<file path="config.mk">
export PLATFORM = sky130hd
export DESIGN_NAME = fetch_unit
export DESIGN_NICKNAME = d
export VERILOG_FILES = /design/src/rtl/fetch_unit.sv
export SDC_FILE = /design/constraint.sdc
export NUM_CORES = 1
export LEC_CHECK = 0
export CAP_MARGIN = 20
export CORE_MARGIN = 10
export CORE_UTILIZATION = 37
export CTS_BUF_LIST = sky130_fd_sc_hd__clkbuf_4
export DETAILED_ROUTE_END_ITERATION = 7
export PLACE_DENSITY = 0.74
export RECOVER_POWER = 100
export SYNTH_ARGS = -nofsm -noshare
export SYNTH_HDL_FRONTEND = slang
export SYNTH_SLANG_ARGS = --single-unit
</file>
<file path="constraint.sdc">
create_clock -name clock -period 3 [get_ports clock]
set_input_delay 0.75 -clock clock [delete_from_list [all_inputs] [get_ports clock]]
set_output_delay 0.75 -clock clock [all_outputs]
set_load 0.01 [all_outputs]
</file>
<file path="src/rtl/fetch_unit.sv">
// Instruction fetch stage: issues an imem read on fetch1, captures the word into IR, advances PC.
// Optional `FETCH_TIMEOUT_EN aborts a fetch whose ack never arrives and sets a sticky fetch_err.
module fetch_unit #(
    parameter int                ADDR_W         = 8,
    parameter logic [ADDR_W-1:0] PC_RESET       = '0,
    parameter int                TIMEOUT_CYCLES = 15
) (
    input  logic              clock,
    input  logic              reset_n,
    input  logic [5:0]        state,
    input  logic              mem_ack,
    input  logic [15:0]       mem_rdata,
    input  logic              pc_load,
    input  logic [ADDR_W-1:0] pc_load_value,
    output logic              mem_req,
    output logic [ADDR_W-1:0] mem_addr,
    output logic [15:0]       IR,
    output logic [ADDR_W-1:0] PC,
    output logic              fetch_busy,
    output logic              fetch_done,
    output logic              fetch_err
);

    localparam logic [5:0] S_FETCH1 = 6'd1;

    typedef enum logic {
        F_IDLE,
        F_WAIT
    } fstate_t;

    fstate_t           r_state, w_next;
    logic              r_req, w_req;
    logic [ADDR_W-1:0] r_addr, w_addr;
    logic [15:0]       r_ir, w_ir;
    logic [ADDR_W-1:0] r_pc, w_pc;
    logic              r_done, w_done;

`ifdef FETCH_TIMEOUT_EN
    localparam int CNT_W = $clog2(TIMEOUT_CYCLES + 1);
    logic [CNT_W-1:0] r_cnt, w_cnt;
    logic             r_err, w_err;
`endif

    always_ff @(posedge clock or negedge reset_n) begin
        if (!reset_n) begin
            r_state <= F_IDLE;
            r_req   <= 1'b0;
            r_addr  <= '0;
            r_ir    <= 16'd0;
            r_pc    <= PC_RESET;
            r_done  <= 1'b0;
`ifdef FETCH_TIMEOUT_EN
            r_cnt   <= '0;
            r_err   <= 1'b0;
`endif
        end else begin
            r_state <= w_next;
            r_req   <= w_req;
            r_addr  <= w_addr;
            r_ir    <= w_ir;
            r_pc    <= w_pc;
            r_done  <= w_done;
`ifdef FETCH_TIMEOUT_EN
            r_cnt   <= w_cnt;
            r_err   <= w_err;
`endif
        end
    end

    always_comb begin
        w_next = r_state;
        w_req  = r_req;
        w_addr = r_addr;
        w_ir   = r_ir;
        w_pc   = r_pc;
        w_done = 1'b0;
`ifdef FETCH_TIMEOUT_EN
        w_cnt  = '0;
        w_err  = r_err;
`endif
        unique case (r_state)
            F_IDLE: begin
                if (state == S_FETCH1) begin
                    w_addr = r_pc;
                    w_req  = 1'b1;
                    w_next = F_WAIT;
                end
            end
            F_WAIT: begin
                if (mem_ack) begin
                    w_ir   = mem_rdata;
                    w_pc   = r_pc + ADDR_W'(1);
                    w_req  = 1'b0;
                    w_done = 1'b1;
                    w_next = F_IDLE;
                end
`ifdef FETCH_TIMEOUT_EN
                // r_cnt counts wait edges already spent; this edge is number r_cnt+1
                else if (r_cnt == CNT_W'(TIMEOUT_CYCLES - 1)) begin
                    w_ir   = 16'd0;
                    w_req  = 1'b0;
                    w_done = 1'b1;
                    w_err  = 1'b1;
                    w_next = F_IDLE;
                end else begin
                    w_cnt = r_cnt + CNT_W'(1);
                end
`endif
            end
        endcase
        if (pc_load) begin
            w_pc = pc_load_value;
        end
    end

    assign mem_req    = r_req;
    assign mem_addr   = r_addr;
    assign IR         = r_ir;
    assign PC         = r_pc;
    assign fetch_busy = (r_state == F_WAIT);
    assign fetch_done = r_done;
`ifdef FETCH_TIMEOUT_EN
    assign fetch_err  = r_err;
`else
    assign fetch_err  = 1'b0;
`endif

endmodule

</file>
==> metrics.txt <==
# TYPE chip_impl_metric gauge
chip_impl_metric{name="setup.reg_to_reg.worst_slack",unit="ps"} 1290
chip_impl_metric{name="hpwl",unit="um"} 3060
chip_impl_info{name="yosysTopAreaCell",value="sky130_fd_sc_hd__dfrtp_1"} 1
chip_impl_metric{name="drc",unit=""} 0
chip_impl_info{name="worst_path_max_delay_cell",value="sky130_fd_sc_hd__dlygate4sd3_1"} 1
chip_impl_metric{name="reg2regPathDepth",unit=""} 3
chip_impl_info{name="setup.worst_path.start_class",value="input port"} 1
chip_impl_metric{name="grt_pass1_vias",unit=""} 1219
chip_impl_metric{name="port_buffers",unit=""} 68
chip_impl_info{name="worst_path_dominant_cell_family",value="buffers and inverters"} 1
chip_impl_metric{name="min_delay_path_depth",unit=""} 2
chip_impl_metric{name="global_route.overflow_total",unit=""} 0
chip_impl_metric{name="cts_resized",unit=""} 0
chip_impl_info{name="unrepaired_setup_endpoints_after_global_routing",value="no"} 1
chip_impl_metric{name="finalWeightedCongestion",unit=""} 0.748
chip_impl_metric{name="chipHeight",unit="um"} 82.8
chip_impl_metric{name="setup_violations",unit=""} 0
chip_impl_info{name="critical_path.reg2reg.endpoint",value="IR[4]"} 1
chip_impl_metric{name="timing.max_slew.rel_slack",unit=""} 0.569
chip_impl_metric{name="min_period_over_period",unit=""} 0.764
chip_impl_metric{name="ys_async_sr_fraction",unit=""} 1.00
chip_impl_metric{name="maxCapViolCount",unit=""} 0
chip_impl_metric{name="clock_sinks",unit=""} 35
chip_impl_metric{name="pre_cts_ws",unit="ps"} 645
chip_impl_info{name="timing.critical_path.to_type",value="flop"} 1
chip_impl_metric{name="initial_utilization",unit=""} 0.390
chip_impl_metric{name="final_report_max_slew_violation_count",unit=""} 0
chip_impl_metric{name="num_io_pins",unit=""} 70
chip_impl_metric{name="postSynthRegisterBits",unit=""} 35
chip_impl_metric{name="share_of_layout_cells_above_drive_strength_1",unit=""} 0.190
chip_impl_metric{name="leakage_power",unit="uW"} 0.00101
chip_impl_metric{name="layout.nets",unit=""} 218
chip_impl_info{name="yosys.cell_count.top_type",value="sky130_fd_sc_hd__dfrtp_1"} 1
chip_impl_metric{name="max_freq",unit="MHz"} 436
chip_impl_info{name="status",value="finished clean"} 1
chip_impl_metric{name="grt_use_total",unit=""} 0.116
chip_impl_metric{name="diodes",unit=""} 0
chip_impl_info{name="synth_top_flop_cell",value="sky130_fd_sc_hd__dfrtp_1"} 1
chip_impl_metric{name="cts_max_path_buffers",unit=""} 2
chip_impl_metric{name="synth-seq-area-share",unit=""} 0.600
chip_impl_metric{name="critical_path.max_stage_delay",unit="ps"} 570
chip_impl_info{name="hold_path_end",value="mem_req"} 1
chip_impl_metric{name="routed_wire_length_per_instance",unit="um"} 16.5
chip_impl_metric{name="final_design_instance_area_without_fill",unit="um^2"} 2230
chip_impl_metric{name="critPathArrivalTime",unit="ps"} 2500
chip_impl_metric{name="power.density",unit="nW/um^2"} 557
chip_impl_info{name="crit_type",value="input port to flop"} 1
chip_impl_metric{name="drt_wl_total",unit="um"} 3840
chip_impl_metric{name="antenna_found_initial",unit=""} 0
chip_impl_metric{name="hold_viol_final",unit=""} 0
chip_impl_metric{name="critical_path_required",unit="ps"} 3200
chip_impl_info{name="tritoncts",value="yes"} 1
chip_impl_metric{name="synth_enable_flop_cells",unit=""} 0
chip_impl_metric{name="final_period_minus_worst_setup_slack",unit="ps"} 2290
chip_impl_metric{name="cts.hold.buffers_added",unit=""} 0
chip_impl_metric{name="insertion_delay",unit="ps"} 320
chip_impl_metric{name="clk_transition_reported_paths",unit="ps"} 100
chip_impl_metric{name="worst-slew-pin-transition",unit="ps"} 645
chip_impl_metric{name="grt_pass1_wl",unit="um"} 6000
chip_impl_metric{name="post_synth.cell_area_avg",unit="um^2"} 13.1
chip_impl_metric{name="share_of_the_synthesized_area_in_the_top_cell_type",unit=""} 0.600
chip_impl_metric{name="detailedRoute.firstPassIterationCount",unit=""} 4
chip_impl_metric{name="row_cnt",unit=""} 22
chip_impl_metric{name="fin_skew",unit="ps"} 10.4
chip_impl_metric{name="postSynthCellCount",unit=""} 111
chip_impl_metric{name="via_count",unit=""} 1122
chip_impl_metric{name="postCtsSetupBuffers",unit=""} 0
chip_impl_metric{name="drtIter0Drc",unit=""} 45
chip_impl_metric{name="h-tree-depth",unit=""} 2
chip_impl_metric{name="post_drt_via_cell_ratio",unit=""} 4.84
chip_impl_metric{name="syn_to_final_growth",unit="%"} 52.9
chip_impl_metric{name="yosys_warnings",unit=""} 0
chip_impl_metric{name="critical_path_buf_inv_count",unit=""} 2
chip_impl_metric{name="final_antenna_violating_net_count",unit=""} 0
chip_impl_info{name="hp-start",value="mem_req"} 1
chip_impl_info{name="crit_chain",value="dlygate4sd3_1 -> nand2_1 -> buf_4 -> mux2_2"} 1
chip_impl_info{name="post_synth_most_frequent_cells",value="sky130_fd_sc_hd__dfrtp_1 (35), sky130_fd_sc_hd__mux2_2 (24), sky130_fd_sc_hd__nand2_1 (9), sky130_fd_sc_hd__nand3_1 (5), sky130_fd_sc_hd__or4_1 (5)"} 1
chip_impl_metric{name="synthesis.area",unit="um^2"} 1460
chip_impl_metric{name="cts_inserted_buffers",unit=""} 5
chip_impl_metric{name="syn-num-nets",unit=""} 146
chip_impl_metric{name="die_w",unit="um"} 82.8
chip_impl_metric{name="core_area",unit="um^2"} 3740
chip_impl_metric{name="postPlaceCellArea",unit="um^2"} 2180
chip_impl_info{name="cts_root_buffer",value="sky130_fd_sc_hd__clkbuf_4"} 1
chip_impl_metric{name="ir_worst_vdd",unit="mV"} 0.336
chip_impl_metric{name="design.die.area",unit="um^2"} 6860
chip_impl_metric{name="fin_setup_tns",unit="ps"} 0
chip_impl_metric{name="cp_max_fo",unit=""} 20
chip_impl_info{name="critical_path.reg2reg.startpoint",value="fetch_busy"} 1
chip_impl_info{name="hold_path_class",value="flop to flop"} 1
chip_impl_metric{name="setup_ws",unit="ps"} 708
chip_impl_metric{name="synth_cell_types",unit=""} 23
chip_impl_metric{name="maximum_number_of_pins_on_one_net_before_global_route_repair",unit=""} 36
chip_impl_info{name="synth_area_leaders",value="sky130_fd_sc_hd__dfrtp_1 (60%), sky130_fd_sc_hd__mux2_2 (19%), sky130_fd_sc_hd__or4_1 (2.6%)"} 1
==> routing by layer <==
layer | share of wire | global-route usage
met3 | 0.079 | 0.0366
met1 | 0.37 | 0.119
met5 | 0 | 0
met4 | 0.019 | 0.0635
met2 | 0.53 | 0.204
==> final cells by class <==
cell class | count | area (um^2)
clock buffer | 7 | 52.6
clock inverter | 1 | 5.00
fill | 332 | 1510
inverter | 4 | 15.0
multi-input combinational | 67 | 527
sequential | 35 | 876
tap | 48 | 60.1
timing repair buffer | 70 | 696
==> flip-flops by register name (all words and copies together), names as in the netlist <==
name / flops
fetch_busy: 1
IR: 16
mem_req: 1
fetch_done: 1
PC: 8
mem_addr: 8
==> worst min-delay path: stages, from the launching register on <==
cell	delay (ps)
sky130_fd_sc_hd__dfrtp_1	350
sky130_fd_sc_hd__nand2_1	60
sky130_fd_sc_hd__nand2_1	60
==> stage by stage <==
step | instances | total power (uW) | hold WS (ps) | utilization
2_1_floorplan | 111 | 771 | 454 | -
3_3_place_gp | 224 | 1040 | 465 | 0.583
3_5_place_dp | 224 | 1050 | 491 | 0.583
4_1_cts | 232 | 1310 | 515 | 0.598
5_1_grt | 232 | 1330 | 529 | 0.596
6_report | 232 | 1240 | 505 | 0.596
==> logic make-up (layout without fill, tap and decap cells) <==
logic type	after synthesis	in the layout	synth area share
buffers and inverters	9	82	0.0326
other	1	1	0.00257
adder cells (fa/ha/maj)	1	1	0.00857
flip-flops	35	35	0.600
AO/OA/AOI/OAI	12	12	0.0523
AND/OR/NAND/NOR	26	26	0.0995
multiplexers	25	25	0.192
XOR/XNOR	2	2	0.0120
==> where the power goes <==
| part | switching, uW | internal, uW | leakage, uW |
|---|---|---|---|
| combinational | 144 | 229 | 0.000542 |
| clock | 142 | 109 | 0.0000361 |
| sequential | 52.0 | 566 | 0.000436 |
==> layout by cell type (no fill, tap or decap) <==
cell type / synthesis / final
sky130_fd_sc_hd__inv_1: 4 / 4
sky130_fd_sc_hd__o211ai_1: 2 / 2
sky130_fd_sc_hd__clkinv_2: 0 / 1
sky130_fd_sc_hd__dlygate4sd3_1: 0 / 39
sky130_fd_sc_hd__dfrtp_1: 35 / 35
sky130_fd_sc_hd__nand2_1: 9 / 10
sky130_fd_sc_hd__nand4_1: 1 / 2
sky130_fd_sc_hd__o21ai_0: 4 / 4
sky130_fd_sc_hd__a31oi_1: 3 / 3
sky130_fd_sc_hd__nand3_1: 5 / 5
sky130_fd_sc_hd__clkbuf_4: 0 / 7
sky130_fd_sc_hd__or4_1: 5 / 5
sky130_fd_sc_hd__buf_4: 1 / 2
sky130_fd_sc_hd__nor2_1: 3 / 3
sky130_fd_sc_hd__conb_1: 1 / 1
sky130_fd_sc_hd__o31ai_1: 3 / 3
sky130_fd_sc_hd__mux2i_1: 1 / 1
sky130_fd_sc_hd__ha_1: 1 / 1
sky130_fd_sc_hd__xor2_1: 2 / 2
sky130_fd_sc_hd__clkdlybuf4s50_1: 0 / 29
sky130_fd_sc_hd__mux2_2: 24 / 24
sky130_fd_sc_hd__nor4_2: 1 / 1
==> how the worst max path moves through the flow <==
| stage | startpoint | end | cells after the start |
|---|---|---|---|
| finish | mem_ack | IR[4] | 4 |
| global route | mem_ack | PC[6] | 4 |
| CTS | PC[3] | PC[3] | 1 |
| detailed placement | mem_ack | PC[6] | 4 |
| global placement | mem_ack | PC[5] | 4 |
| floorplan | state[3] | mem_addr[0] | 3 |
Power figures use the tool's default switching activity.
